[src/rtl/serial_parallel_rx_if.sv]
// Serial lane bundle between the bit-level link and the serial_parallel_rx receiver.
// master drives the serial bit; slave is the receiver that returns bytes and status.
interface serial_parallel_rx_if;
    logic       data_in;
    logic [7:0] data_out;
    logic       valid_out;
    logic       byte_strobe;
    logic       active;

    modport master (
        output data_in,
        input  data_out,
        input  valid_out,
        input  byte_strobe,
        input  active
    );

    modport slave (
        input  data_in,
        output data_out,
        output valid_out,
        output byte_strobe,
        output active
    );
endinterface

[src/rtl/serial_parallel_rx.sv]
// Serial-to-parallel receiver: samples MSB-first bits on clk_8f, aligns on a comma byte,
// then delivers every byte with a strobe, marking commas as not valid.
module serial_parallel_rx #(
    parameter logic [7:0]  COMMA    = 8'hBC,
    parameter int unsigned BC_COUNT = 4
) (
    input  logic                 clk_8f,
    input  logic                 reset,
    serial_parallel_rx_if.slave  bus
);

    typedef enum logic [1:0] {
        HUNT  = 2'd0,
        CHECK = 2'd1,
        SYNC  = 2'd2
    } state_t;

    localparam logic [3:0] BC_TARGET = 4'(BC_COUNT);

    state_t     state;
    logic [7:0] sr;
    logic [2:0] bit_cnt;
    logic [3:0] bc_cnt;
    logic [7:0] data_out_q;
    logic       valid_out_q;
    logic       byte_strobe_q;
    logic       active_q;

    logic [7:0] window;
    logic       boundary;
    logic       is_comma;
    logic [3:0] bc_cnt_inc;

    // window is the byte completing on this edge, including the bit being sampled now
    assign window     = {sr[6:0], bus.data_in};
    assign boundary   = (bit_cnt == 3'd7);
    assign is_comma   = (window == COMMA);
    assign bc_cnt_inc = bc_cnt + 4'd1;

    always_ff @(posedge clk_8f) begin
        if (reset) begin
            state         <= HUNT;
            sr            <= '0;
            bit_cnt       <= '0;
            bc_cnt        <= '0;
            data_out_q    <= '0;
            valid_out_q   <= 1'b0;
            byte_strobe_q <= 1'b0;
            active_q      <= 1'b0;
        end else begin
            sr            <= window;
            bit_cnt       <= bit_cnt + 3'd1;
            byte_strobe_q <= 1'b0;

            unique case (state)
                HUNT: begin
                    if (is_comma) begin
                        // this edge becomes a byte boundary, so the next byte ends at bit_cnt == 7
                        bit_cnt <= '0;
                        bc_cnt  <= 4'd1;
                        if (BC_COUNT == 1) begin
                            state    <= SYNC;
                            active_q <= 1'b1;
                        end else begin
                            state <= CHECK;
                        end
                    end
                end

                CHECK: begin
                    if (boundary) begin
                        if (is_comma) begin
                            bc_cnt <= bc_cnt_inc;
                            if (bc_cnt_inc == BC_TARGET) begin
                                state    <= SYNC;
                                active_q <= 1'b1;
                            end
                        end else begin
                            bc_cnt <= '0;
                            state  <= HUNT;
                        end
                    end
                end

                SYNC: begin
                    if (boundary) begin
                        byte_strobe_q <= 1'b1;
                        if (is_comma) begin
                            valid_out_q <= 1'b0;
                        end else begin
                            data_out_q  <= window;
                            valid_out_q <= 1'b1;
                        end
                    end
                end

                default: state <= HUNT;
            endcase
        end
    end

    assign bus.data_out    = data_out_q;
    assign bus.valid_out   = valid_out_q;
    assign bus.byte_strobe = byte_strobe_q;
    assign bus.active      = active_q;

endmodule

[src/flat_wrapper.sv]
// flat-port wrapper written by rule: the top's interface ports become plain ports
module serial_parallel_rx_flat 
#(
    parameter logic [7:0]  COMMA    = 8'hBC,
    parameter int unsigned BC_COUNT = 4
)
  (clk_8f, reset, bus_data_in, bus_data_out, bus_valid_out, bus_byte_strobe, bus_active);
  serial_parallel_rx_if bus_i ();
  input  logic clk_8f;
  input  logic reset;
  input wire logic [$bits(bus_i.data_in)-1:0] bus_data_in;
  output wire logic [$bits(bus_i.data_out)-1:0] bus_data_out;
  output wire logic [$bits(bus_i.valid_out)-1:0] bus_valid_out;
  output wire logic [$bits(bus_i.byte_strobe)-1:0] bus_byte_strobe;
  output wire logic [$bits(bus_i.active)-1:0] bus_active;
  assign bus_i.data_in = bus_data_in;
  assign bus_data_out = bus_i.data_out;
  assign bus_valid_out = bus_i.valid_out;
  assign bus_byte_strobe = bus_i.byte_strobe;
  assign bus_active = bus_i.active;
  serial_parallel_rx #(.COMMA(COMMA), .BC_COUNT(BC_COUNT)) u_core (.clk_8f(clk_8f), .reset(reset), .bus(bus_i));
endmodule
[config.mk]
export PLATFORM = sky130hd
export DESIGN_NAME = serial_parallel_rx_flat
export DESIGN_NICKNAME = d
export VERILOG_FILES = /design/src/rtl/serial_parallel_rx_if.sv /design/src/rtl/serial_parallel_rx.sv /design/src/flat_wrapper.sv
export SDC_FILE = /design/constraint.sdc
export NUM_CORES = 1
export LEC_CHECK = 0
export BUFFER_PORTS_ARGS = -buffer_cell sky130_fd_sc_hd__buf_4
export CAP_MARGIN = 5
export CORE_MARGIN = 2
export CORE_UTILIZATION = 51
export DETAILED_ROUTE_END_ITERATION = 12
export PLACE_DENSITY = 0.72
export REMOVE_ABC_BUFFERS = 1
export SETUP_SLACK_MARGIN = 0.1
export SYNTH_ARGS = -nofsm -noshare
export SYNTH_HDL_FRONTEND = slang
export SYNTH_SLANG_ARGS = --single-unit
[constraint.sdc]
create_clock -name clk_8f -period 3 [get_ports clk_8f]
set_input_delay 0.3 -clock clk_8f [delete_from_list [all_inputs] [get_ports clk_8f]]
set_output_delay 0.3 -clock clk_8f [all_outputs]
set_load 0.005 [all_outputs]
==> results of run 1 <==
## state kept, by name, indices dropped and copies added, names as in the netlist
register	flops
u_core.state	2
u_core.bus.active	1
u_core.bus.byte_strobe	1
u_core.bit_cnt	3
u_core.sr	7
u_core.bus.valid_out	1
u_core.bus.data_out	8
u_core.bc_cnt	4
## worst min-delay path by stage
stage | end | depth (start not counted)
final | u_core.sr[0]$_SDFF_PP0_ | 2
after CTS | u_core.sr[0]$_SDFF_PP0_ | 2
after floorplan | u_core.bus.data_out[0]$_SDFFE_PP0P_ | 1
after detailed placement | u_core.bit_cnt[0]$_SDFF_PP0_ | 1
after global placement | u_core.bit_cnt[0]$_SDFF_PP0_ | 1
after global routing | u_core.sr[0]$_SDFF_PP0_ | 2
## logic make-up (layout without fill, tap and decap cells)
family,count (synthesis),in the layout,share of synthesized area [%]
AND/OR/NAND/NOR,38,38,22.0
AO/OA/AOI/OAI,33,33,19.5
flip-flops,27,27,50.5
buffers and inverters,7,19,3.27
adder cells (fa/ha/maj),4,4,4.68
## worst max-delay path, cell delays in order (launching register included)
cell and delay [ps]:
sky130_fd_sc_hd__dfxtp_1 360, sky130_fd_sc_hd__ha_1 150, sky130_fd_sc_hd__ha_1 220, sky130_fd_sc_hd__nand3b_1 340, sky130_fd_sc_hd__a21oi_2 390, sky130_fd_sc_hd__nand2_1 100, sky130_fd_sc_hd__a21oi_1 140
## stage by stage
step / hold WS (ps) / std cells
finish: 216 / 148
global route: 214 / 148
CTS: 213 / 148
detailed placement: 421 / 144
global placement: 405 / 144
floorplan: 369 / 104
## routing by layer
metal	global-route usage, %	vias up	share of wire, %
li1	-	418	-
met1	25.0	372	51
met2	22.0	24	42
met3	3.94	2	5.9
met4	6.94	0	0.80
met5	0	-	0
## cell type report
cell class / count / area [sq um] / area share [%]
multi-input combinational: 75 / 494 / 41.2
tap: 27 / 33.8 / 2.82
timing repair buffer: 13 / 97.6 / 8.13
clock buffer: 4 / 26.3 / 2.19
inverter: 2 / 7.51 / 0.626
sequential: 27 / 541 / 45.0
## layout by cell type, fill, tap and decap left out, types with 2 or more instances in the layout
cell / Yosys / layout
sky130_fd_sc_hd__a21oi_1: 14 / 14
sky130_fd_sc_hd__buf_4: 0 / 13
sky130_fd_sc_hd__o21ai_1: 7 / 7
sky130_fd_sc_hd__clkbuf_4: 0 / 3
sky130_fd_sc_hd__inv_1: 2 / 2
sky130_fd_sc_hd__o2bb2ai_1: 3 / 3
sky130_fd_sc_hd__nand3b_1: 2 / 2
sky130_fd_sc_hd__ha_1: 4 / 4
sky130_fd_sc_hd__nand2_1: 9 / 9
sky130_fd_sc_hd__nand4b_1: 2 / 2
sky130_fd_sc_hd__dfxtp_1: 27 / 27
sky130_fd_sc_hd__nor2b_1: 9 / 9
sky130_fd_sc_hd__nor2_1: 5 / 5
sky130_fd_sc_hd__and2_1: 2 / 2
sky130_fd_sc_hd__nand3_2: 2 / 2
## report_power, final
group          internal, mW  total [mW]  switching (mW)
logic               0.00684      0.0163         0.00948
clock network        0.0520       0.152          0.0999
registers             0.364       0.367         0.00262
==> impl_metrics.prom, run 1 <==
# TYPE chip_impl_metric gauge
chip_impl_info{name="outcome",value="completed"} 1
chip_impl_metric{name="finish.instance_area",unit="sq mm"} 0.00120
chip_impl_metric{name="die_width",unit="microns"} 49.8
chip_impl_metric{name="diodes",unit=""} 0
chip_impl_metric{name="tightest_slew",unit="ps"} 434
chip_impl_metric{name="synth.cell_area",unit="sq mm"} 0.00107
chip_impl_metric{name="clock_insertion_delay_worst_skew",unit="ps"} 310
chip_impl_info{name="critPathCapture",value="u_core.bus.data_out[7]$_SDFFE_PP0P_"} 1
chip_impl_metric{name="dp_hpwl",unit="microns"} 1360
chip_impl_metric{name="finish.utilization",unit="%"} 61.2
chip_impl_info{name="timing.setup.critical_path_class",value="flop to flop"} 1
chip_impl_info{name="synthMostInstantiatedCell",value="sky130_fd_sc_hd__dfxtp_1"} 1
chip_impl_metric{name="placement.io_buffers",unit=""} 13
chip_impl_info{name="clock_tree_from_tritoncts",value="done"} 1
chip_impl_info{name="startpoint_of_the_tightest_hold_check_path",value="bus_data_in"} 1
chip_impl_metric{name="coreArea",unit="sq mm"} 0.00196
chip_impl_metric{name="final_critical_path_setup_slack",unit="ps"} 1240
chip_impl_metric{name="power.leakage",unit="nW"} 0.458
chip_impl_metric{name="route.antenna.remaining_nets",unit=""} 0
chip_impl_metric{name="finalCriticalPeriod",unit="ps"} 1760
chip_impl_metric{name="max-cap-violations",unit=""} 0
chip_impl_metric{name="crit_arrival",unit="ps"} 2010
chip_impl_info{name="regToRegEndpoint",value="u_core.bus.data_out[7]$_SDFFE_PP0P_"} 1
chip_impl_metric{name="synth.yosys.seq_area_share",unit="%"} 50.5
chip_impl_metric{name="synth_enable_flop_cells",unit=""} 0
chip_impl_metric{name="vias_in_the_first_global_route",unit=""} 693
chip_impl_metric{name="slew_headroom",unit="%"} 71.0
chip_impl_metric{name="count_of_pins_over_their_slew_limit",unit=""} 0
chip_impl_metric{name="drc",unit=""} 0
chip_impl_metric{name="post_cts.repair.setup_buffers",unit=""} 0
chip_impl_metric{name="finish.net_count",unit=""} 129
chip_impl_metric{name="cts.reportedPaths.clkPinSlew",unit="ps"} 130
chip_impl_metric{name="globalRouteTotalUtil",unit="%"} 16.5
chip_impl_metric{name="gpl.final_weighted_congestion",unit=""} 0.737
chip_impl_metric{name="timing.reg2reg.setup_slack",unit="ps"} 1240
chip_impl_metric{name="wl",unit="microns"} 1880
chip_impl_metric{name="grt_max_degree",unit=""} 23
chip_impl_metric{name="initial_core_util",unit="%"} 54.5
chip_impl_info{name="leading_cell_types_by_total_area_after_synthesis",value="sky130_fd_sc_hd__dfxtp_1, sky130_fd_sc_hd__a21oi_1, sky130_fd_sc_hd__nor2b_1, sky130_fd_sc_hd__ha_1, sky130_fd_sc_hd__o21ai_1"} 1
chip_impl_metric{name="drive_above_1_share",unit="%"} 18.2
chip_impl_metric{name="synthesis.instances",unit=""} 109
chip_impl_metric{name="cts.hold.buffers_added",unit=""} 0
chip_impl_metric{name="synth_top_area_share",unit="%"} 50.5
chip_impl_metric{name="synth.avg_cell_area",unit="sq um"} 9.81
chip_impl_metric{name="ff2ff_path_depth",unit=""} 6
chip_impl_info{name="cp-start-kind",value="flop"} 1
chip_impl_metric{name="path_max_fanout",unit=""} 11
chip_impl_metric{name="antenna_found_initial",unit=""} 0
chip_impl_info{name="synth_top_flop_cell",value="sky130_fd_sc_hd__dfxtp_1"} 1
chip_impl_metric{name="number_of_drc_violations_after_detailed_routing_iteration_0",unit=""} 19
chip_impl_metric{name="power_density",unit="mW/mm^2"} 446
chip_impl_metric{name="rows",unit=""} 16
chip_impl_metric{name="warnings_synthesis",unit=""} 0
chip_impl_metric{name="cts.htree.levels",unit=""} 1
chip_impl_metric{name="avgViaCountPerCell",unit=""} 5.51
chip_impl_metric{name="first_pass_iters",unit=""} 4
chip_impl_metric{name="final_clock_skew",unit="ps"} 1.31
chip_impl_metric{name="area.growth.synth_to_final",unit="%"} 12.2
chip_impl_metric{name="dieArea",unit="sq mm"} 0.00248
chip_impl_info{name="end_kind",value="flop"} 1
chip_impl_metric{name="cts.sink_count",unit=""} 27
chip_impl_info{name="worst_r2r_startpoint",value="u_core.bit_cnt[0]$_SDFF_PP0_"} 1
chip_impl_metric{name="gr-total-overflow",unit=""} 0
chip_impl_info{name="synth.cells.most_frequent",value="sky130_fd_sc_hd__dfxtp_1, sky130_fd_sc_hd__a21oi_1, sky130_fd_sc_hd__nand2_1, sky130_fd_sc_hd__nor2b_1, sky130_fd_sc_hd__o21ai_1"} 1
chip_impl_metric{name="required",unit="ps"} 3250
chip_impl_metric{name="route.detailed.wl_per_inst",unit="microns"} 12.7
chip_impl_metric{name="power.total",unit="mW"} 0.535
chip_impl_metric{name="timing_hold_violations_final",unit=""} 0
chip_impl_info{name="critPathLaunch",value="u_core.bit_cnt[0]$_SDFF_PP0_"} 1
chip_impl_metric{name="share_of_synthesized_registers_carrying_an_async_set_or_reset",unit="%"} 0
chip_impl_info{name="synth_area_leader_cell",value="sky130_fd_sc_hd__dfxtp_1"} 1
chip_impl_info{name="grt_setup_unrepaired",value="no"} 1
chip_impl_metric{name="dr_total_vias",unit=""} 816
chip_impl_metric{name="number_of_cts_inserted_buffers",unit=""} 3
chip_impl_metric{name="synth.ff_latch_count",unit=""} 27
chip_impl_metric{name="synthDistinctLibCells",unit=""} 32
chip_impl_metric{name="io_pins",unit=""} 14
chip_impl_metric{name="post-place-ws",unit="ps"} 1280
chip_impl_metric{name="grt_pass1_wl",unit="microns"} 3150
chip_impl_metric{name="vdd.ir_drop.worst",unit="mV"} 0.369
chip_impl_metric{name="timing.setup.tns",unit="ps"} 0
chip_impl_metric{name="dp_area",unit="sq mm"} 0.00117
chip_impl_metric{name="vertical_die_dimension",unit="microns"} 49.8
chip_impl_info{name="cts.root.buffer_cell",value="sky130_fd_sc_hd__clkbuf_4"} 1
chip_impl_metric{name="fmax",unit="GHz"} 0.569
chip_impl_metric{name="final_min_period_over_clock_period",unit="%"} 58.5
chip_impl_metric{name="cts.repair.resized",unit=""} 0
chip_impl_metric{name="fillers",unit=""} 186
chip_impl_metric{name="clock_tree.buffer_depth",unit=""} 2
chip_impl_metric{name="setup-violations-final",unit=""} 0
chip_impl_info{name="hold_path_class",value="input port to flop"} 1
No activity file was read; power rests on OpenSTA's default activity.
==> inputs of run 2 (changes only) <==
- CORE_UTILIZATION: 51 -> 49
- clock period: 3 -> 1.5 ns (I/O delays scaled with it)
==> impl_metrics.prom, run 2 (synthesis results as in run 1) <==
# TYPE chip_impl_metric gauge
chip_impl_metric{name="worst-path-buf-inv",unit=""} 0
chip_impl_metric{name="setup-violations-final",unit=""} 0
chip_impl_metric{name="fmax",unit="GHz"} 0.712
chip_impl_metric{name="timing.reg2reg.setup_slack",unit="ps"} 100
chip_impl_metric{name="vertical_die_dimension",unit="microns"} 50.7
chip_impl_metric{name="grt_use_met3",unit="%"} 3.57
chip_impl_metric{name="antenna_found_initial",unit=""} 0
chip_impl_info{name="end_kind",value="flop"} 1
chip_impl_metric{name="die_width",unit="microns"} 50.7
chip_impl_info{name="timing.critical_path.mode_cell",value="sky130_fd_sc_hd__ha_4"} 1
chip_impl_metric{name="finish.utilization",unit="%"} 66.4
chip_impl_metric{name="area.growth.synth_to_final",unit="%"} 24.2
chip_impl_metric{name="avgViaCountPerCell",unit=""} 5.51
chip_impl_metric{name="dp_hpwl",unit="microns"} 1390
chip_impl_metric{name="wl",unit="microns"} 2220
chip_impl_info{name="grt_setup_unrepaired",value="yes"} 1
chip_impl_metric{name="number_of_drc_violations_after_detailed_routing_iteration_0",unit=""} 14
chip_impl_metric{name="io_pins",unit=""} 14
chip_impl_info{name="crit_chain",value="ha_4, ha_4, nand3b_1, a21oi_4, nand2_1, a21oi_2"} 1
chip_impl_metric{name="drive_above_1_share",unit="%"} 35.4
chip_impl_info{name="outcome",value="completed"} 1
chip_impl_metric{name="final_clock_skew",unit="ps"} 5.50
chip_impl_metric{name="vdd.ir_drop.worst",unit="mV"} 0.711
chip_impl_metric{name="dieArea",unit="sq mm"} 0.00257
chip_impl_metric{name="clock_insertion_delay_worst_skew",unit="ps"} 320
chip_impl_info{name="cp-start-kind",value="flop"} 1
chip_impl_info{name="slowest_stage",value="sky130_fd_sc_hd__dfxtp_2"} 1
chip_impl_metric{name="count_of_pins_over_their_slew_limit",unit=""} 0
chip_impl_metric{name="slew_headroom",unit="%"} 81.4
chip_impl_metric{name="gr-total-overflow",unit=""} 0
chip_impl_metric{name="gpl.final_weighted_congestion",unit=""} 0.833
chip_impl_metric{name="globalRouteTotalUtil",unit="%"} 17.0
chip_impl_metric{name="tightest_slew",unit="ps"} 278
chip_impl_info{name="layout_commonest_cell",value="sky130_fd_sc_hd__dfxtp_1"} 1
chip_impl_metric{name="route.detailed.wl_per_inst",unit="microns"} 14.4
chip_impl_info{name="most_frequent_cells_in_the_layout",value="sky130_fd_sc_hd__dfxtp_1, sky130_fd_sc_hd__buf_4, sky130_fd_sc_hd__a21oi_1"} 1
chip_impl_metric{name="flip_flop_count_of_the_largest_register_all_copies_and_words_added",unit=""} 8
chip_impl_metric{name="finish.net_count",unit=""} 135
chip_impl_metric{name="finalCriticalPeriod",unit="ps"} 1400
chip_impl_metric{name="path_max_fanout",unit=""} 8
chip_impl_info{name="clock_tree_from_tritoncts",value="done"} 1
chip_impl_metric{name="grt_pass1_wl",unit="microns"} 3280
chip_impl_metric{name="coreArea",unit="sq mm"} 0.00200
chip_impl_info{name="cts.root.buffer_cell",value="sky130_fd_sc_hd__clkbuf_4"} 1
chip_impl_metric{name="grt_use_met1",unit="%"} 22.5
chip_impl_metric{name="cts.htree.levels",unit=""} 1
chip_impl_metric{name="max-cap-violations",unit=""} 0
chip_impl_metric{name="crit_arrival",unit="ps"} 1670
chip_impl_metric{name="clock_tree.buffer_depth",unit=""} 2
chip_impl_metric{name="grt_max_degree",unit=""} 23
chip_impl_info{name="hold_path_class",value="input port to flop"} 1
chip_impl_metric{name="timing.setup.tns",unit="ps"} 0
chip_impl_metric{name="number_of_cts_inserted_buffers",unit=""} 3
chip_impl_info{name="timing.setup.critical_path_class",value="flop to flop"} 1
chip_impl_metric{name="required",unit="ps"} 1770
chip_impl_metric{name="placement.io_buffers",unit=""} 13
chip_impl_metric{name="first_pass_iters",unit=""} 4
chip_impl_metric{name="cts.sink_count",unit=""} 27
chip_impl_metric{name="power.leakage",unit="nW"} 0.491
chip_impl_metric{name="cpPeakStageDelay",unit="ps"} 390
chip_impl_metric{name="power_density",unit="mW/mm^2"} 834
chip_impl_metric{name="initial_core_util",unit="%"} 53.4
chip_impl_metric{name="final_min_period_over_clock_period",unit="%"} 93.6
chip_impl_metric{name="route.antenna.remaining_nets",unit=""} 0
chip_impl_metric{name="vias_in_the_first_global_route",unit=""} 757
chip_impl_metric{name="groute.layer.met2.usage",unit="%"} 28.3
chip_impl_metric{name="timing_hold_violations_final",unit=""} 0
chip_impl_metric{name="dr_total_vias",unit=""} 849
chip_impl_metric{name="diodes",unit=""} 0
chip_impl_info{name="top_usage_layer",value="met2"} 1
chip_impl_info{name="path_delay_family",value="compound AO/OA/AOI/OAI gates"} 1
chip_impl_metric{name="rows",unit=""} 16
chip_impl_metric{name="drc",unit=""} 0
chip_impl_metric{name="cts.reportedPaths.clkPinSlew",unit="ps"} 150
run 2: layout make-up:
class	count	area (sq um)
repair buffers	18	139
clock buffers	3	22.5
well taps	27	33.8
inverters	2	7.51
multi-input cells	76	568
fillers	181	673
clock inverters	1	8.76
flip-flops and latches	27	549
run 2: final timing paths:
check / from / to / cells past startpoint
min: bus_data_in / u_core.sr[0]$_SDFF_PP0_ / 2
max reg2reg: u_core.bit_cnt[0]$_SDFF_PP0_ / u_core.bus.data_out[6]$_SDFFE_PP0P_ / 6
max: u_core.bit_cnt[0]$_SDFF_PP0_ / u_core.bus.data_out[6]$_SDFFE_PP0P_ / 6
min reg2reg: u_core.sr[3]$_SDFF_PP0_ / u_core.bus.data_out[4]$_SDFFE_PP0P_ / 2
run 2: per-layer routing:
metal | vias to the layer above | share of wire, % | wire length, microns
li1 | 427 | - | -
met1 | 400 | 46 | 1020
met2 | 20 | 49 | 1100
met3 | 2 | 4.2 | 93
met4 | 0 | 0.68 | 15
met5 | - | 0 | 0
run 2: per-stage QoR:
step / setup slack, ps / instance area [sq um] / instances / hold slack, ps / total power [mW]
final: 96.3 / 1330 / 154 / 64.3 / 1.11
after global routing: 46.9 / 1330 / 154 / 53.1 / 1.15
after CTS: 100 / 1250 / 151 / 52.4 / 1.11
after detailed placement: 22.3 / 1180 / 145 / 397 / 0.781
after global placement: 77.5 / 1180 / 145 / 396 / 0.781
after floorplan: 18.5 / 1040 / 104 / 219 / 0.764
run 2: report_power, final:
group | switching, mW | internal, mW
sequential | 0.00897 | 0.728
clock | 0.222 | 0.109
combinational | 0.0222 | 0.0195
total | 0.253 | 0.856
run 2: what timing repair did:
| action | in CTS | in global routing |
|---|---|---|
| setup endpoints to repair | 14 | 13 |
| gates cloned | 0 | 1 |
| setup buffers | 2 | 2 |
| hold buffers | 0 | 0 |
| resized for setup | 6 | 16 |
| pin swaps | 1 | 5 |
==> inputs of run 3 (changes only) <==
- CORE_UTILIZATION: 49 -> 51
- CTS_BUF_LIST: unset -> sky130_fd_sc_hd__clkbuf_8
- PLACE_DENSITY: 0.72 -> unset
- PLACE_DENSITY_LB_ADDON: unset -> 0.15
==> impl_metrics.prom, run 3 (synthesis results as in run 1) <==
# TYPE chip_impl_metric gauge
chip_impl_info{name="cts.root.buffer_cell",value="sky130_fd_sc_hd__clkbuf_8"} 1
chip_impl_metric{name="cts.hold.buffers_added",unit=""} 0
chip_impl_metric{name="timing.setup.tns",unit="ps"} 0
chip_impl_info{name="cp-start-kind",value="flop"} 1
chip_impl_metric{name="power_density",unit="mW/mm^2"} 869
chip_impl_metric{name="finish.utilization",unit="%"} 70.5
chip_impl_metric{name="number_of_drc_violations_after_detailed_routing_iteration_0",unit=""} 19
chip_impl_metric{name="crit_arrival",unit="ps"} 1590
chip_impl_metric{name="dieArea",unit="sq mm"} 0.00248
chip_impl_info{name="end_kind",value="flop"} 1
chip_impl_metric{name="finish.net_count",unit=""} 140
chip_impl_metric{name="drive_above_1_share",unit="%"} 37.1
chip_impl_info{name="grt_setup_unrepaired",value="yes"} 1
chip_impl_metric{name="antenna_found_initial",unit=""} 0
chip_impl_metric{name="drc",unit=""} 0
chip_impl_metric{name="grt_max_degree",unit=""} 23
chip_impl_metric{name="multiInputGateArea",unit="sq um"} 559
chip_impl_metric{name="grt_pass1_wl",unit="microns"} 3400
chip_impl_metric{name="required",unit="ps"} 1710
chip_impl_info{name="crit_chain",value="ha_4, ha_4, nand3b_1, a21oi_2, buf_6, nand2_4, a21oi_2"} 1
chip_impl_metric{name="final_clock_skew",unit="ps"} 6.67
chip_impl_metric{name="finalCriticalPeriod",unit="ps"} 1380
chip_impl_metric{name="post_layout_nonfiller_instances",unit=""} 159
chip_impl_metric{name="fillers",unit=""} 157
chip_impl_metric{name="io_pins",unit=""} 14
chip_impl_metric{name="slew_headroom",unit="%"} 76.1
chip_impl_metric{name="first_pass_iters",unit=""} 4
chip_impl_metric{name="gr-total-overflow",unit=""} 0
chip_impl_metric{name="power.leakage",unit="nW"} 0.538
chip_impl_info{name="hold_path_class",value="input port to flop"} 1
chip_impl_metric{name="power.total",unit="mW"} 1.20
chip_impl_metric{name="clock_tree.buffer_depth",unit=""} 2
chip_impl_metric{name="diodes",unit=""} 0
chip_impl_metric{name="area.growth.synth_to_final",unit="%"} 29.2
chip_impl_metric{name="die_width",unit="microns"} 49.8
chip_impl_metric{name="number_of_cts_inserted_buffers",unit=""} 3
chip_impl_metric{name="wl",unit="microns"} 2190
chip_impl_metric{name="placement.io_buffers",unit=""} 13
chip_impl_metric{name="setup-violations-final",unit=""} 0
chip_impl_metric{name="cts.htree.levels",unit=""} 1
chip_impl_info{name="timing.setup.critical_path_class",value="flop to flop"} 1
chip_impl_metric{name="route.antenna.remaining_nets",unit=""} 0
chip_impl_info{name="slowest_stage",value="sky130_fd_sc_hd__dfxtp_2"} 1
chip_impl_info{name="clock_tree_from_tritoncts",value="done"} 1
chip_impl_metric{name="route.detailed.wl_per_inst",unit="microns"} 13.8
chip_impl_metric{name="count_of_pins_over_their_slew_limit",unit=""} 0
chip_impl_metric{name="globalRouteTotalUtil",unit="%"} 17.8
chip_impl_metric{name="coreArea",unit="sq mm"} 0.00196
chip_impl_metric{name="fmax",unit="GHz"} 0.727
chip_impl_info{name="outcome",value="completed"} 1
chip_impl_metric{name="dr_total_vias",unit=""} 904
chip_impl_metric{name="cts.reportedPaths.clkPinSlew",unit="ps"} 100
chip_impl_metric{name="gpl.final_weighted_congestion",unit=""} 0.765
chip_impl_metric{name="vias_in_the_first_global_route",unit=""} 726
chip_impl_metric{name="vertical_die_dimension",unit="microns"} 49.8
chip_impl_metric{name="tightest_slew",unit="ps"} 358
chip_impl_metric{name="initial_core_util",unit="%"} 54.5
chip_impl_info{name="most_frequent_cells_in_the_layout",value="sky130_fd_sc_hd__buf_4, sky130_fd_sc_hd__dfxtp_1, sky130_fd_sc_hd__a21oi_1"} 1
chip_impl_metric{name="final_min_period_over_clock_period",unit="%"} 91.7
chip_impl_metric{name="avgViaCountPerCell",unit=""} 5.69
chip_impl_metric{name="timing_hold_violations_final",unit=""} 0
chip_impl_metric{name="placedCellCount",unit=""} 147
chip_impl_metric{name="cpPeakStageDelay",unit="ps"} 360
chip_impl_metric{name="holdWs",unit="ps"} 108
chip_impl_metric{name="layout.area.seq",unit="sq um"} 548
chip_impl_metric{name="vdd.ir_drop.worst",unit="mV"} 0.742
chip_impl_metric{name="clock_insertion_delay_worst_skew",unit="ps"} 270
chip_impl_metric{name="cts.sink_count",unit=""} 27
chip_impl_metric{name="flip_flop_count_of_the_largest_register_all_copies_and_words_added",unit=""} 8
chip_impl_metric{name="dp_hpwl",unit="microns"} 1380
chip_impl_metric{name="rows",unit=""} 16
chip_impl_metric{name="max-cap-violations",unit=""} 0
chip_impl_metric{name="path_max_fanout",unit=""} 7
==> run 3: power breakdown <==
part / switching [mW] / total [mW] / internal, mW / leakage, nW
combinational: 0.0224 / 0.0415 / 0.0191 / 0.291
clock: 0.229 / 0.424 / 0.195 / 0.0261
sequential: 0.00950 / 0.736 / 0.726 / 0.220
==> run 3: per-stage QoR <==
stage,setup slack [ps],area [sq um]
final,124,1380
after global routing,13.3,1380
after CTS,81.1,1280
after detailed placement,24.5,1200
after global placement,71.1,1200
after floorplan,18.5,1040
==> run 3: final cells by class <==
| cell class | count | area share, % |
|---|---|---|
| sequential | 27 | 39.6 |
| clock buffer | 3 | 2.99 |
| clock inverter | 1 | 0.633 |
| multi-input combinational | 75 | 40.5 |
| inverter | 2 | 0.543 |
| timing repair buffer | 24 | 13.3 |
| tap | 27 | 2.44 |
==> run 3: worst paths after layout <==
| kind | from | to | slack, ps | cells after the start |
|---|---|---|---|---|
| min | bus_data_in | u_core.sr[0]$_SDFF_PP0_ | 110 | 2 |
| min reg2reg | u_core.sr[3]$_SDFF_PP0_ | u_core.bus.data_out[4]$_SDFFE_PP0P_ | 480 | 2 |
| max reg2reg | u_core.bit_cnt[0]$_SDFF_PP0_ | u_core.bus.data_out[3]$_SDFFE_PP0P_ | 120 | 7 |
| max | u_core.bit_cnt[0]$_SDFF_PP0_ | u_core.bus.data_out[3]$_SDFFE_PP0P_ | 120 | 7 |
==> run 3: critical path: cells and delay by family (launching register included) <==
kind	cells	cell delay (ps)
AO/OA/AOI/OAI	2	340
adder cells (fa/ha/maj)	2	280
buffers and inverters	1	160
flip-flops	1	360
AND/OR/NAND/NOR	2	190
==> run 3: what timing repair did <==
action                                  CTS  global route
resized for setup                         6            15
setup buffers                             2             6
pin swaps                                 1             6
endpoints found under the setup margin   11            14
==> run 3: per-layer routing <==
layer / wire [microns] / GRT usage, %
met4: 18 / 5.56
met3: 87 / 2.73
met2: 1080 / 28.0
met1: 1010 / 25.0
met5: 0 / 0
